--- src/rtl/sel_pkg.sv ---
// Shared encodings for the 2-1 round-robin selector stage:
// FSM state codes and channel IDs (reused as SEL values).
package sel_pkg;

  localparam logic [1:0] IDLE  = 2'b00;
  localparam logic [1:0] GNT_A = 2'b01;
  localparam logic [1:0] GNT_B = 2'b10;

  localparam logic CH_A = 1'b0;
  localparam logic CH_B = 1'b1;

endpackage

--- src/rtl/rr_sel_2_1_out_slot.sv ---
// Single-entry output register for the selector stage:
// loads on accept, drains when downstream takes it.
module out_slot #(
  parameter int W = 8
) (
  input  logic         CLK,
  input  logic         RST,
  input  logic         load_i,
  input  logic [W-1:0] d_i,
  input  logic         rdy_i,
  output logic [W-1:0] q_o,
  output logic         vld_o
);

  logic [W-1:0] q_q;
  logic         vld_q;

  // A load wins over a drain so a simultaneous
  // load+drain keeps the slot full with the new word.
  always_ff @(posedge CLK) begin
    if (RST) begin
      q_q   <= '0;
      vld_q <= 1'b0;
    end else if (load_i) begin
      q_q   <= d_i;
      vld_q <= 1'b1;
    end else if (rdy_i) begin
      vld_q <= 1'b0;
    end
  end

  assign q_o   = q_q;
  assign vld_o = vld_q;

endmodule

--- src/rtl/rr_sel_2_1.sv ---
// Two-channel round-robin selector with burst-limited
// grants feeding a registered single-entry output slot.
module rr_sel_2_1
  import sel_pkg::*;
#(
  parameter int W     = 8,
  parameter int BURST = 4
) (
  input  logic         CLK,
  input  logic         RST,
  input  logic         REQ_A,
  input  logic [W-1:0] DA,
  output logic         ACK_A,
  input  logic         REQ_B,
  input  logic [W-1:0] DB,
  output logic         ACK_B,
  output logic         SEL,
  output logic [W-1:0] OUT,
  output logic         OUT_VLD,
  input  logic         OUT_RDY
);

  localparam int CW = (BURST <= 2) ? 1 : $clog2(BURST);
  localparam logic [CW-1:0] CNT_MAX = CW'(BURST - 1);

  logic [1:0]    state_q, state_d;
  logic          last_q, last_d;
  logic [CW-1:0] cnt_q, cnt_d;

  logic          free;
  logic          cur_b;
  logic          req_x, req_y, ack_x;
  logic [1:0]    y_st;
  logic          y_ch;
  logic          pick_a;
  logic [W-1:0]  load_d;

  assign free  = !OUT_VLD || OUT_RDY;
  assign ACK_A = !RST && (state_q == GNT_A)
                 && REQ_A && free;
  assign ACK_B = !RST && (state_q == GNT_B)
                 && REQ_B && free;
  assign SEL   = (state_q == GNT_B);

  // View of the granted channel (X) and the other (Y).
  assign cur_b  = (state_q == GNT_B);
  assign req_x  = cur_b ? REQ_B : REQ_A;
  assign req_y  = cur_b ? REQ_A : REQ_B;
  assign ack_x  = ACK_A || ACK_B;
  assign y_st   = cur_b ? GNT_A : GNT_B;
  assign y_ch   = cur_b ? CH_A : CH_B;
  assign pick_a = REQ_A && (!REQ_B || last_q == CH_B);
  assign load_d = ACK_B ? DB : DA;

  // Arbiter next-state: tie-break on LAST, burst limit on CNT.
  always_comb begin
    state_d = state_q;
    last_d  = last_q;
    cnt_d   = cnt_q;
    unique case (state_q)
      IDLE: begin
        if (pick_a) begin
          state_d = GNT_A;
          last_d  = CH_A;
          cnt_d   = '0;
        end else if (REQ_B) begin
          state_d = GNT_B;
          last_d  = CH_B;
          cnt_d   = '0;
        end
      end
      GNT_A, GNT_B: begin
        if (!req_x) begin
          cnt_d = '0;
          if (req_y) begin
            state_d = y_st;
            last_d  = y_ch;
          end else begin
            state_d = IDLE;
          end
        end else if (ack_x) begin
          if (cnt_q == CNT_MAX) begin
            cnt_d = '0;
            if (req_y) begin
              state_d = y_st;
              last_d  = y_ch;
            end
          end else begin
            cnt_d = cnt_q + 1'b1;
          end
        end
      end
      default: begin
        state_d = IDLE;
        cnt_d   = '0;
      end
    endcase
  end

  // Arbiter registers; LAST resets to B so A wins the first tie.
  always_ff @(posedge CLK) begin
    if (RST) begin
      state_q <= IDLE;
      last_q  <= CH_B;
      cnt_q   <= '0;
    end else begin
      state_q <= state_d;
      last_q  <= last_d;
      cnt_q   <= cnt_d;
    end
  end

  out_slot #(
    .W (W)
  ) u_slot (
    .CLK    (CLK),
    .RST    (RST),
    .load_i (ack_x),
    .d_i    (load_d),
    .rdy_i  (OUT_RDY),
    .q_o    (OUT),
    .vld_o  (OUT_VLD)
  );

endmodule

--- config.mk ---
export PLATFORM = sky130hd
export DESIGN_NAME = rr_sel_2_1
export DESIGN_NICKNAME = d
export VERILOG_FILES = /design/src/rtl/sel_pkg.sv /design/src/rtl/rr_sel_2_1_out_slot.sv /design/src/rtl/rr_sel_2_1.sv
export SDC_FILE = /design/constraint.sdc
export NUM_CORES = 1
export LEC_CHECK = 0
export BUFFER_PORTS_ARGS = -buffer_cell sky130_fd_sc_hd__buf_2
export CAP_MARGIN = 20
export CORE_AREA = 2 2 57 48
export CTS_CLUSTER_DIAMETER = 100
export DETAILED_ROUTE_END_ITERATION = 12
export DIE_AREA = 0 0 59 50
export HOLD_SLACK_MARGIN = 0.08
export PLACE_DENSITY = 0.68
export SYNTH_ARGS = -nofsm -noshare
export SYNTH_HDL_FRONTEND = slang
export SYNTH_SLANG_ARGS = --single-unit
--- constraint.sdc ---
create_clock -name CLK -period 1.7 [get_ports CLK]
set_input_delay 0.34 -clock CLK [delete_from_list [all_inputs] [get_ports CLK]]
set_output_delay 0.34 -clock CLK [all_outputs]
set_load 0.02 [all_outputs]
==> results.yml, run 1 <==
outcome:
  outcome: "finished, violations left"
  violations: "setup timing"
timing:
  final-setup-viol-count: 2
  fin_crit_sh_pct: 105
  rsz0062_at_grt: "true"
  timing.final.ws_setup_ns: -0.0915
  relSlewSlack_pct: 74.7
  slew_viol_final: 0
  min_period_ns: 1.79
  worstMarginPinSlew_ns: 0.378
  timing.fmax_ghz: 0.558
  whs_ns: 0.367
  hold_viol_final: 0
  fin_skew_ns: 0.00160
cells_and_area:
  n_antenna_cell: 0
  final_util_pct: 54.8
  final_nets: 168
  drive_gt1_share_pct: 54.6
  area_growth_syn_to_layout_pct: 43.2
worst_setup_path:
  critPathKind: "reg -> out"
  cp.arrival_ns: 1.45
  cp_max_fo: 2
  end_kind: "primary output"
  cp.required_ns: 1.36
  startpoint_type: "register"
route:
  wl_um: 2270
  dr.pass1.iters: 4
  drt-initial-drc-count: 17
  drc: 0
  wl_per_cell_um: 13.5
  via_per_inst: 5.27
  ant_nets: 0
  num_vias: 885
placed_design:
  dpl.hpwl_um: 1630
  gp_congestion: 0.727
  numPortBuffers: 32
  place_ws_ns: -0.00963
global_route:
  grt.overflow.total: 0
  grt_pass1_vias: 795
  grt_max_degree: 15
  grtUsageTotal_pct: 15.7
  grt_pass1_wl_um: 3590
  antenna_found_initial: 0
floorplanning:
  start_util_pct: 38.3
  die_height_um: 50
  design.die.area_sq_um: 2950
  design.core.area_sq_um: 2360
  num_io_pins: 33
  rows: 16
  die_w_um: 59
clocking:
  cts_max_level: 1
  cts_tree: "built"
  clock-sinks: 14
  clock-root-buffer: "clkbuf_4"
  cts_buffers: 3
  clk_pin_slew_ns: 0.09
  cts.path.max_buffers: 2
  insertion_delay_ns: 0.28
power:
  switchingPower_mw: 0.642
  power.total_mw: 1.66
  vdd_ir_drop_max_uv: 638
  p_clk_share_pct: 14.6
  powerDensity_nw_per_um2: 1280
  sw_frac_of_total_pct: 38.7
  pwr-share-comb_pct: 58.8
  power_frac_seq_pct: 26.6
  intPower_mw: 1.02
  p_leak_nw: 0.546
logic_synthesis:
  postSynthAreaPerCell_sq_um: 9.05
  yosys.area.top_type: "dfxtp_1"
  synth_top_area_share_pct: 31.0
  yosysMostFrequentCell: "dfxtp_1"
  netlist_area_sq_um: 905
  ys_types: 34
  syn_inst: 100
  synthFlopType: "dfxtp_1"
  synth-seq-cells: 14
  yosys-top-cells-count: "dfxtp_1 (14), nor2_1 (13), mux2i_1 (10), nand2_1 (9), a211oi_2 (7)"
  ys_seq_area_share_pct: 31.0
  synth_nets: 126
  synth-edff-count: 0
  synthTopCellsByArea: "dfxtp_1 (31%), mux2i_1 (11%), a211oi_2 (9.7%), ha_1 (6.9%), nor2_1 (5.4%)"
  async_reset_ff_share_pct: 0
  yosysWarningCount: 0
hold_path:
  hold_class: "in -> reg"
run:
  maxCapViolCount: 0
## cells in the final DEF, fill, tap and decap left out, drive strengths merged, types with 4 or more instances in the layout
cell,n
a211oi,7
buf,45
clkbuf,4
dfxtp,14
ha,5
inv,4
mux2i,10
nand2,9
nor2,13
## critical path, cell delays in order, from the launching register on
cell,delay [ns]
dfxtp_2,0.33
inv_2,0.07
ha_4,0.15
nand2_2,0.05
or3_4,0.35
clkinvlp_4,0.10
buf_6,0.11
## power groups by stage
stage	Combinational (mW)	Clock, mW	Sequential (mW)
final	0.976	0.242	0.442
after global routing	1.06	0.265	0.449
after CTS	0.780	0.250	0.441
after detailed placement	0.690	0	0.448
after global placement	0.671	0	0.441
after floorplan	0.486	0	0.488
## routing by layer
layer	routed length [um]	part of all wire [%]	GRT usage, %	up-vias
met5	0	0	0	-
met4	17	0.75	2.27	0
met3	92	4.1	6.30	2
met2	1120	49	24.8	17
met1	1030	46	20.5	422
li1	-	-	-	444
## sequential cells by signal, summed over array words and instances (netlist names)
register      cells
u_slot.q_o        8
cnt_q             2
state_q           2
last_q            1
u_slot.vld_o      1
## final timing paths
check | end | startpoint | depth (start not counted) | slack, ns
setup / recovery | ACK_B | state_q[0] | 6 | -0.09
hold / removal | u_slot.q_o[7] | DB[7] | 3 | 0.37
setup reg to reg | state_q[0] | state_q[0] | 7 | 0.05
hold reg to reg | u_slot.q_o[7] | u_slot.q_o[7] | 2 | 0.47
## cells by family (layout without fill, tap and decap cells)
kind of cell	count (synthesis)	after routing	share of synthesized area, %
simple gates	34	34	18.4
compound gates	23	23	23.2
flops	14	14	31.0
buf+inv	13	54	8.16
mux	11	11	12.3
fa+ha+maj	5	5	6.92
## final cells by class
cell class,instances,area [sq um]
clock buffers,4,36.3
inverters,5,22.5
well taps,27,33.8
flip-flops and latches,14,285
multi-input cells,73,639
fillers,208,1070
repair buffers,45,278
## metrics by stage
step | instances | TNS (ns) | cell area [sq um]
after global routing | 168 | -0.308 | 1290
final | 168 | -0.0990 | 1290
after detailed placement | 156 | -0.0113 | 1100
after floorplan | 100 | 0 | 921
after global placement | 156 | 0 | 1100
after CTS | 165 | -0.0973 | 1210
## timing repair
action / in CTS / in global routing
gates resized for setup: 11 / 14
setup buffers: 5 / 5
endpoints found under the setup margin: 4 / 8
hold buffers: 0 / 0
pin swaps: 0 / 9
No activity file was read; power rests on OpenSTA's default activity.
==> run 2: changes to the inputs <==
--- a/config.mk
+++ b/config.mk
@@ -8,11 +8,12 @@
 export BUFFER_PORTS_ARGS = -buffer_cell sky130_fd_sc_hd__buf_2
 export CAP_MARGIN = 20
 export CORE_AREA = 2 2 57 48
+export CTS_BUF_LIST = sky130_fd_sc_hd__clkbuf_8
 export CTS_CLUSTER_DIAMETER = 100
 export DETAILED_ROUTE_END_ITERATION = 12
 export DIE_AREA = 0 0 59 50
 export HOLD_SLACK_MARGIN = 0.08
-export PLACE_DENSITY = 0.68
+export PLACE_DENSITY_LB_ADDON = 0.12
 export SYNTH_ARGS = -nofsm -noshare
 export SYNTH_HDL_FRONTEND = slang
 export SYNTH_SLANG_ARGS = --single-unit
==> results.yml, run 2 (same netlist as run 1, synthesis figures left out) <==
outcome:
  outcome: "finished, violations left"
  violations: "setup timing"
run:
  maxCapViolCount: 0
route:
  ant_nets: 0
  dr.pass1.iters: 4
  drt-initial-drc-count: 9
  wl_per_cell_um: 12.0
  wl_um: 1960
  num_vias: 826
  drc: 0
  via_per_inst: 5.04
floorplanning:
  rows: 16
  num_io_pins: 33
  die_height_um: 50
  die_w_um: 59
  design.die.area_sq_um: 2950
  start_util_pct: 38.3
  design.core.area_sq_um: 2360
power:
  power_frac_seq_pct: 29.7
  vdd_ir_drop_max_uv: 660
  p_clk_share_pct: 22.0
  power.total_mw: 1.49
  powerDensity_nw_per_um2: 1230
  switchingPower_mw: 0.565
  pwr-share-comb_pct: 48.3
  p_leak_nw: 0.522
  sw_frac_of_total_pct: 37.9
  intPower_mw: 0.925
worst_setup_path:
  crit_chain: "inv_2 > ha_4 > nand2_1 > or3_4 > clkinvlp_4 > buf_6"
  r2r-start: "state_q[0]"
  cp.buffers_inverters: 3
  rr_endpoint: "last_q"
  end_kind: "primary output"
  cp_max_fo: 4
  cp.required_ns: 1.36
  cpPeakStageDelay_ns: 0.35
  startpoint_type: "register"
  slowest_stage: "or3_4"
  critPathKind: "reg -> out"
  crit_family: "simple AND/OR/NAND/NOR gates"
  ff2ff_path_depth: 8
  rrSetupSlack_ns: 0.01
  cp.arrival_ns: 1.40
clocking:
  cts_hold_buf: 0
  clock-sinks: 14
  insertion_delay_ns: 0.25
  cts_buffers: 3
  cts_max_level: 1
  clock-root-buffer: "clkbuf_8"
  cts_tree: "built"
  clk_pin_slew_ns: 0.06
  cts.path.max_buffers: 2
global_route:
  grtUsageTotal_pct: 14.5
  grt_pass1_vias: 759
  antenna_found_initial: 0
  grt_max_degree: 15
  grt_pass1_wl_um: 3230
  grt.overflow.total: 0
cells_and_area:
  design_area_sq_um: 1210
  fin_cells: 164
  layout_common_cells: "buf_2 (31), nor2_1 (12), dfxtp_1 (12), mux2i_1 (10), buf_4 (9)"
  layout_commonest_cell: "buf_2"
  area_growth_syn_to_layout_pct: 33.9
  final_util_pct: 51.3
  final_nets: 164
  drive_gt1_share_pct: 48.2
  largest_reg_flops: 8
  n_antenna_cell: 0
timing:
  relSlewSlack_pct: 80.3
  hold_viol_final: 0
  rsz0062_at_grt: "true"
  slew_viol_final: 0
  final-setup-viol-count: 1
  fin_crit_sh_pct: 102
  timing.final.ws_setup_ns: -0.0358
  min_period_ns: 1.74
  worstMarginPinSlew_ns: 0.295
  whs_ns: 0.382
  fin_skew_ns: 0.00121
  setup_tns_ns: -0.0358
  timing.fmax_ghz: 0.576
placed_design:
  placed_area_sq_um: 1100
  dpl.hpwl_um: 1550
  numPortBuffers: 32
  place_ws_ns: -0.0138
  dp_cells: 157
  gp_congestion: 0.828
hold_path:
  worstHoldPathCells: 3
  hold_class: "in -> reg"
  hold_start: "DB[7]"
  min_to: "u_slot.q_o[7]"
## run 2: cell types whose count changed in the layout (fill, tap and decap cells not counted), moves of 2 or more
cell      previous run  this run
buf_4               11         9
buf_6                4         1
clkbuf_4             3         0
clkbuf_8             1         4
ha_1                 2         4
ha_4                 3         1
## run 2: timing repair
action | CTS | global route
endpoints found under the setup margin | 4 | 10
hold endpoints to repair | 0 | 0
resized for setup | 5 | 5
buffers inserted | 2 | 1
## run 2: worst reg2reg max path, cell delays in order, from the launching register on
cell       delay (ns)
dfxtp_2          0.34
inv_2            0.08
ha_4             0.13
buf_4            0.14
a22oi_1          0.07
buf_4            0.15
o311ai_2         0.31
o2111ai_1        0.20
mux2i_1          0.15
## run 2: area by class of cell
type                    instances  area, sq um
fillers                       236         1150
clock buffers                   4         55.1
multi-input cells              73          583
inverters                       5         22.5
repair buffers                 41          234
flip-flops and latches         14          283
well taps                      27         33.8
## run 2: how the worst max path moves through the flow
stage / start / to / slack, ns / depth (start not counted)
after floorplan: state_q[0] / ACK_B / 0.04 / 7
after global placement: state_q[1] / state_q[1] / 0.04 / 6
after detailed placement: state_q[1] / state_q[1] / -0.01 / 6
after CTS: state_q[0] / ACK_B / -0.05 / 6
after global routing: state_q[0] / ACK_B / -0.10 / 6
final: state_q[0] / ACK_B / -0.04 / 6
## run 2: metal layers
| layer | routed length, um | part of all wire (%) | global-route usage (%) |
|---|---|---|---|
| met2 | 914 | 47 | 23.9 |
| met3 | 126 | 6.4 | 5.77 |
| met4 | 11 | 0.56 | 3.41 |
| met5 | 0 | 0 | 0 |
| met1 | 911 | 46 | 17.5 |
## run 2: power by group through the flow
stage	clock network (mW)	registers [mW]	logic, mW
floorplan	0	0.488	0.486
global placement	0	0.440	0.677
detailed placement	0	0.444	0.688
CTS	0.341	0.442	0.705
global route	0.356	0.450	0.799
finish	0.328	0.442	0.719
